`config.mk`:
```
export PLATFORM = sky130hd
export DESIGN_NAME = uart_tx_arbiter
export DESIGN_NICKNAME = d
export VERILOG_FILES = /design/src/rtl/uart_tx_arbiter.sv
export SDC_FILE = /design/constraint.sdc
export NUM_CORES = 1
export LEC_CHECK = 0
export ABC_AREA = 0
export ABC_CLOCK_PERIOD_IN_PS = 2300
export BUFFER_PORTS_ARGS = -buffer_cell sky130_fd_sc_hd__buf_4
export CORE_AREA = 2 2 58 74
export CTS_CLUSTER_DIAMETER = 120
export DETAILED_ROUTE_END_ITERATION = 6
export DIE_AREA = 0 0 60 76
export SLEW_MARGIN = 40
export SYNTH_ARGS = -nofsm -noshare
export SYNTH_HDL_FRONTEND = slang
export SYNTH_SLANG_ARGS = --single-unit
```
`constraint.sdc`:
```
create_clock -name clk -period 2.3 [get_ports clk]
set_input_delay 0.23 -clock clk [delete_from_list [all_inputs] [get_ports clk]]
set_output_delay 0.23 -clock clk [all_outputs]
set_load 0.05 [all_outputs]
```
`src/rtl/uart_tx_arbiter.sv`:
```
// uart_tx_arbiter: shares one uart_tx between N byte requesters, round-robin with packet lock.
// Latency: grant is taken at the sampling edge; tx_start and req_ready rise one edge later.
// Backpressure: req_ready pulses once per captured byte; a requester holds its byte until then.
module uart_tx_arbiter #(
  parameter int N             = 3,
  parameter int START_TIMEOUT = 16,
  parameter int GW            = 3
) (
  input  logic           clk,
  input  logic           rst,
  input  logic [N-1:0]   req_valid,
  input  logic [N*8-1:0] req_data,
  input  logic [N-1:0]   req_last,
  output logic [N-1:0]   req_ready,
  output logic           tx_start,
  output logic [7:0]     tx_data,
  input  logic           tx_busy,
  output logic [GW-1:0]  grant_id,
  output logic           active,
  output logic           err_timeout
);

  localparam int            CW       = $clog2(START_TIMEOUT + 1);
  localparam logic [GW:0]   N_W      = (GW+1)'(N);
  localparam logic [CW-1:0] CNT_LAST = CW'(START_TIMEOUT - 1);

  typedef enum logic [2:0] {IDLE, SEND, WAIT_BUSY, WAIT_IDLE, HOLD} state_t;

  state_t        state_q, state_d;
  logic [GW-1:0] rr_ptr_q, rr_ptr_d;
  logic [GW-1:0] grant_q, grant_d;
  logic          locked_q, locked_d;
  logic [CW-1:0] cnt_q, cnt_d;
  logic          tx_start_q, tx_start_d;
  logic [7:0]    tx_data_q, tx_data_d;
  logic [N-1:0]  ready_q, ready_d;
  logic          active_q, active_d;
  logic          err_q, err_d;

  logic          sel_valid;
  logic          sel_last;
  logic [7:0]    sel_data;
  logic          found;
  logic [GW-1:0] pick;
  logic [GW:0]   cand;

  // Mux out the request lines of the currently granted requester.
  always_comb begin
    sel_valid = 1'b0;
    sel_last  = 1'b0;
    sel_data  = '0;
    for (int i = 0; i < N; i++) begin
      if (grant_q == GW'(i)) begin
        sel_valid = req_valid[i];
        sel_last  = req_last[i];
        sel_data  = req_data[i*8 +: 8];
      end
    end
  end

  // Round-robin search: first valid requester after rr_ptr, wrapping at N.
  always_comb begin
    found = 1'b0;
    pick  = '0;
    cand  = '0;
    for (int off = 1; off <= N; off++) begin
      cand = {1'b0, rr_ptr_q} + (GW+1)'(off);
      if (cand >= N_W) cand = cand - N_W;
      for (int i = 0; i < N; i++) begin
        if (!found && cand == (GW+1)'(i) && req_valid[i]) begin
          found = 1'b1;
          pick  = GW'(i);
        end
      end
    end
  end

  // Next-state and registered-output logic of the start/busy handshake.
  always_comb begin
    state_d    = state_q;
    rr_ptr_d   = rr_ptr_q;
    grant_d    = grant_q;
    locked_d   = locked_q;
    cnt_d      = cnt_q;
    tx_start_d = tx_start_q;
    tx_data_d  = tx_data_q;
    ready_d    = '0;
    err_d      = err_q;
    case (state_q)
      IDLE: begin
        // A frame left over from before reset must drain before any grant.
        if (!tx_busy && found) begin
          grant_d = pick;
          state_d = SEND;
        end
      end
      SEND: begin
        tx_data_d  = sel_data;
        tx_start_d = 1'b1;
        for (int i = 0; i < N; i++) begin
          if (grant_q == GW'(i)) ready_d[i] = 1'b1;
        end
        locked_d = ~sel_last;
        cnt_d    = '0;
        state_d  = WAIT_BUSY;
      end
      WAIT_BUSY: begin
        cnt_d = cnt_q + CW'(1);
        if (tx_busy) begin
          tx_start_d = 1'b0;
          state_d    = WAIT_IDLE;
        end else if (cnt_q == CNT_LAST) begin
          // uart_tx never acknowledged: drop the byte and release the line.
          tx_start_d = 1'b0;
          err_d      = 1'b1;
          locked_d   = 1'b0;
          rr_ptr_d   = grant_q;
          state_d    = IDLE;
        end
      end
      WAIT_IDLE: begin
        if (!tx_busy) begin
          if (locked_q) begin
            state_d = HOLD;
          end else begin
            rr_ptr_d = grant_q;
            state_d  = IDLE;
          end
        end
      end
      HOLD: begin
        // Owner keeps the line until its last byte; everyone else waits.
        if (sel_valid) state_d = SEND;
      end
      default: state_d = IDLE;
    endcase
    active_d = (state_d != IDLE);
  end

  // State and output registers with synchronous reset.
  always_ff @(posedge clk) begin
    if (rst) begin
      state_q    <= IDLE;
      rr_ptr_q   <= GW'(N - 1);
      grant_q    <= '0;
      locked_q   <= 1'b0;
      cnt_q      <= '0;
      tx_start_q <= 1'b0;
      tx_data_q  <= '0;
      ready_q    <= '0;
      active_q   <= 1'b0;
      err_q      <= 1'b0;
    end else begin
      state_q    <= state_d;
      rr_ptr_q   <= rr_ptr_d;
      grant_q    <= grant_d;
      locked_q   <= locked_d;
      cnt_q      <= cnt_d;
      tx_start_q <= tx_start_d;
      tx_data_q  <= tx_data_d;
      ready_q    <= ready_d;
      active_q   <= active_d;
      err_q      <= err_d;
    end
  end

  assign req_ready   = ready_q;
  assign tx_start    = tx_start_q;
  assign tx_data     = tx_data_q;
  assign grant_id    = grant_q;
  assign active      = active_q;
  assign err_timeout = err_q;

endmodule
```
==> summary.md <==
| Metric | Value |
|---|---|
| Status | `completed` |
| # nets final | `256` |
| Ys flop type | `dfxtp_1` |
| Row count | `26` |
| Design area | `~1900 sq um` |
| Final min period | `1.83 ns` |
| Leak Pwr | `0.000784 uW` |
| Ports | `50` |
| Mapped Nets | `between 200 and 250` |
| Number of synthesized register bits | `27` |
| Startpoint of the worst hold path | `req_data[20]` |
| Clk Latency, worst-skew pair | `~0.27 ns` |
| Post-detail-place hpwl | `2.57 mm` |
| Mapped Cells | `175` |
| Overflow after GRT | `0` |
| Port Buf Inserts | `48` |
| Setup crit end kind | `flip-flop` |
| Mean Syn Cell Area | `around 8.5 sq um` |
| Post-route ant nets | `0` |
| Fraction of layout cells with a size suffix above 1 | `0.292` |
| Placer Congestion | `roughly 0.83` |
| Req. time, crit path | `approximately 2.5 ns` |
| Power share of the sequential group | `0.474` |
| Slew Limit Fails | `0` |
| Initial antenna violation count | `0` |
| Unique cell type count in the Yosys netlist | `45` |
| CP startpoint | `rr_ptr_q[1]` |
| Worst vdd ir | `0.261 mV` |
| Resized Gates After CTS | `0` |
| Post-synthesis async set-or-reset flop share | `0` |
| TNS Setup | `0 ns` |
| Die W | `~60 um` |
| Post-route DRC | `0` |
| Met3 global-route usage | `0.0407` |
| Post-synthesis sequential area ratio | `0.365` |
| Crit-path slowest cell | `dfxtp_1` |
| First-pass detailed-route iteration total | `4` |
| CP Max Fanout | `4` |
| Fmax | `547 MHz` |
| Cell area after synthesis | `1480 sq um` |
| Longest Clk Path Bufs | `2` |
| WL final | `between 3 and 4 mm` |
| Vias/cell | `between 4 and 5` |
| # fillers | `between 300 and 400` |
| RSZ-0062 raised after global routing | `false` |
| GRT Total Usage | `0.161` |
| Combinational Power Share | `0.284` |
| Fin crit share | `0.794` |
| Clk slew on worst S/H paths | `approximately 0.090 ns` |
| Net load switching power | `approximately 360 uW` |
| Worst slew pin tran | `around 0.56 ns` |
| Clock Sinks | `27` |
| Reg2reg start | `rr_ptr_q[1]` |
| Antenna cell count | `0` |
| Setup slack after layout | `between 0.4 and 0.5 ns` |
| Critical Path AT | `1.98 ns` |
| Hold_buf cts | `0` |
| Internal Power | `roughly 740 uW` |
| Max-cap check violation count | `0` |
| Grt met1 use | `0.204` |
| WL per Instance | `about 12 um` |
| Via count | `roughly 1300` |
| Hold crit path type | `input pin to flip-flop` |
| GR Util met2 | `0.268` |
| Number of H-tree levels | `1` |
| Final clock skew | `between 0.003 and 0.004 ns` |
| Die height | `~76 um` |
| Placement Cell Area | `about 1800 sq um` |
| Sw frac | `0.326` |
| Most frequent cells in the layout | `buf_4, nor2_1, dfxtp_1` |
| Initial core utilization | `0.376` |
| Post-place setup slack | `between 0.5 and 0.6 ns` |
| Worst relative slew slack | `0.623` |
| Max incr delay on CP | `0.40 ns` |
| Power share of the clock group | `0.242` |
| PwrDens | `584 nW/um^2` |
| CTS Buf Count | `3` |
| Largest net degree at the start of global routing | `28` |
| Die area | `between 4000 and 5000 sq um` |
| Layout area overhead | `27.5%` |
| Most Used Layer, Global Route | `met2` |
| Worst hold slack | `0.236 ns` |
| Post-synth EDFFs | `0` |
| Clock root buffer | `clkbuf_8` |
| Vias in the first global route | `approximately 1300` |
| Crit start category | `flip-flop` |
| CTS tree | `done` |
| Final hold vios | `0` |
| Critical path class | `flip-flop to flip-flop` |
| Crit-path cells | `inv_1 > ha_1 > nor3b_1 > o31ai_2 > o211ai_2 > mux2i_1 > nor2_1` |
| Core area | `3940 sq um` |
| Commonest non-fill, non-tap cell in the layout | `buf_4` |
| Global-route wire length before repair | `~6 mm` |
| Final setup fails | `0` |
| Syn. warnings | `0` |
| Setup bufs post-CTS | `0` |
| DR iter-0 viols | `20` |
## path summary, 6_finish.rpt
| kind | endpoint | slack [ns] | depth (start not counted) |
|---|---|---|---|
| setup / recovery | grant_id[0] | 0.47 | 7 |
| hold / removal | tx_data[4] | 0.24 | 3 |
| setup reg to reg | grant_id[0] | 0.47 | 7 |
| hold reg to reg | err_timeout | 0.46 | 2 |
## sequential cells by signal, summed over array words and instances (netlist names)
signal,count
active,1
cnt_q,5
err_timeout,1
grant_id,2
locked_q,1
req_ready,3
rr_ptr_q,2
state_q,3
tx_data,8
tx_start,1
## logic make-up (layout without fill, tap and decap cells)
kind of cell             after synthesis  after routing  synth area share
AO/OA/AOI/OAI                         36             36             0.173
other                                  1              1           0.00253
flip-flops                            27             27             0.365
adder cells (fa/ha/maj)                6              6            0.0507
buffers and inverters                 20             61            0.0735
multiplexers                          13             13            0.0887
AND/OR/NAND/NOR                       72             72             0.247
## worst max-delay path: cells and delay by family, from the launching register on
kind	cells	cell delay [ns]
AO/OA/AOI/OAI	2	0.38
adder cells (fa/ha/maj)	1	0.33
buffers and inverters	1	0.09
flip-flops	1	0.40
multiplexers	1	0.22
AND/OR/NAND/NOR	2	0.30
## stage by stage
stage | instances | power [uW] | utilization
5_1_grt | 272 | 1170 | 0.480
2_1_floorplan | 175 | 747 | -
4_1_cts | 272 | 1120 | 0.480
3_5_place_dp | 268 | 851 | 0.469
3_3_place_gp | 268 | 850 | 0.469
6_report | 272 | 1100 | 0.480
## power by group through the flow
stage	Combinational [uW]	Sequential [uW]	Clock [uW]
detailed placement	316	535	0
finish	313	523	267
floorplan	149	598	0
global placement	316	534	0
CTS	317	524	277
global route	342	529	296
## per-layer routing
layer | part of all wire | routed length [um] | up-vias
met3 | 0.060 | 200 | 2
met2 | 0.48 | 1620 | 40
met4 | 0.0066 | 22 | 0
met1 | 0.45 | 1500 | 595
met5 | 0 | 0 | -
li1 | - | - | 699
## area by class of cell
type,instances,area (sq um),share of cell area
sequential,27,541,0.286
tap,56,70.1,0.0371
inverter,7,26.3,0.0139
timing repair buffer,50,375,0.199
clock buffer,4,45.0,0.0238
multi-input combinational,128,832,0.440
## synthesized netlist by cell type (all sizes together) (3+ instances only)
library cell,count,area [sq um]
clkbuf,4,15.0
mux2i,12,120
o21ai,6,30.0
ha,6,75.1
and3,3,20.0
nand3,3,15.0
nor3,9,50.1
a221oi,4,41.3
inv,7,26.3
buf,9,67.6
nor2,35,134
a211oi,9,67.6
or2,3,18.8
a21oi,8,40.0
dfxtp,27,541
nand2,6,22.5
Power figures use the tool's default switching activity.
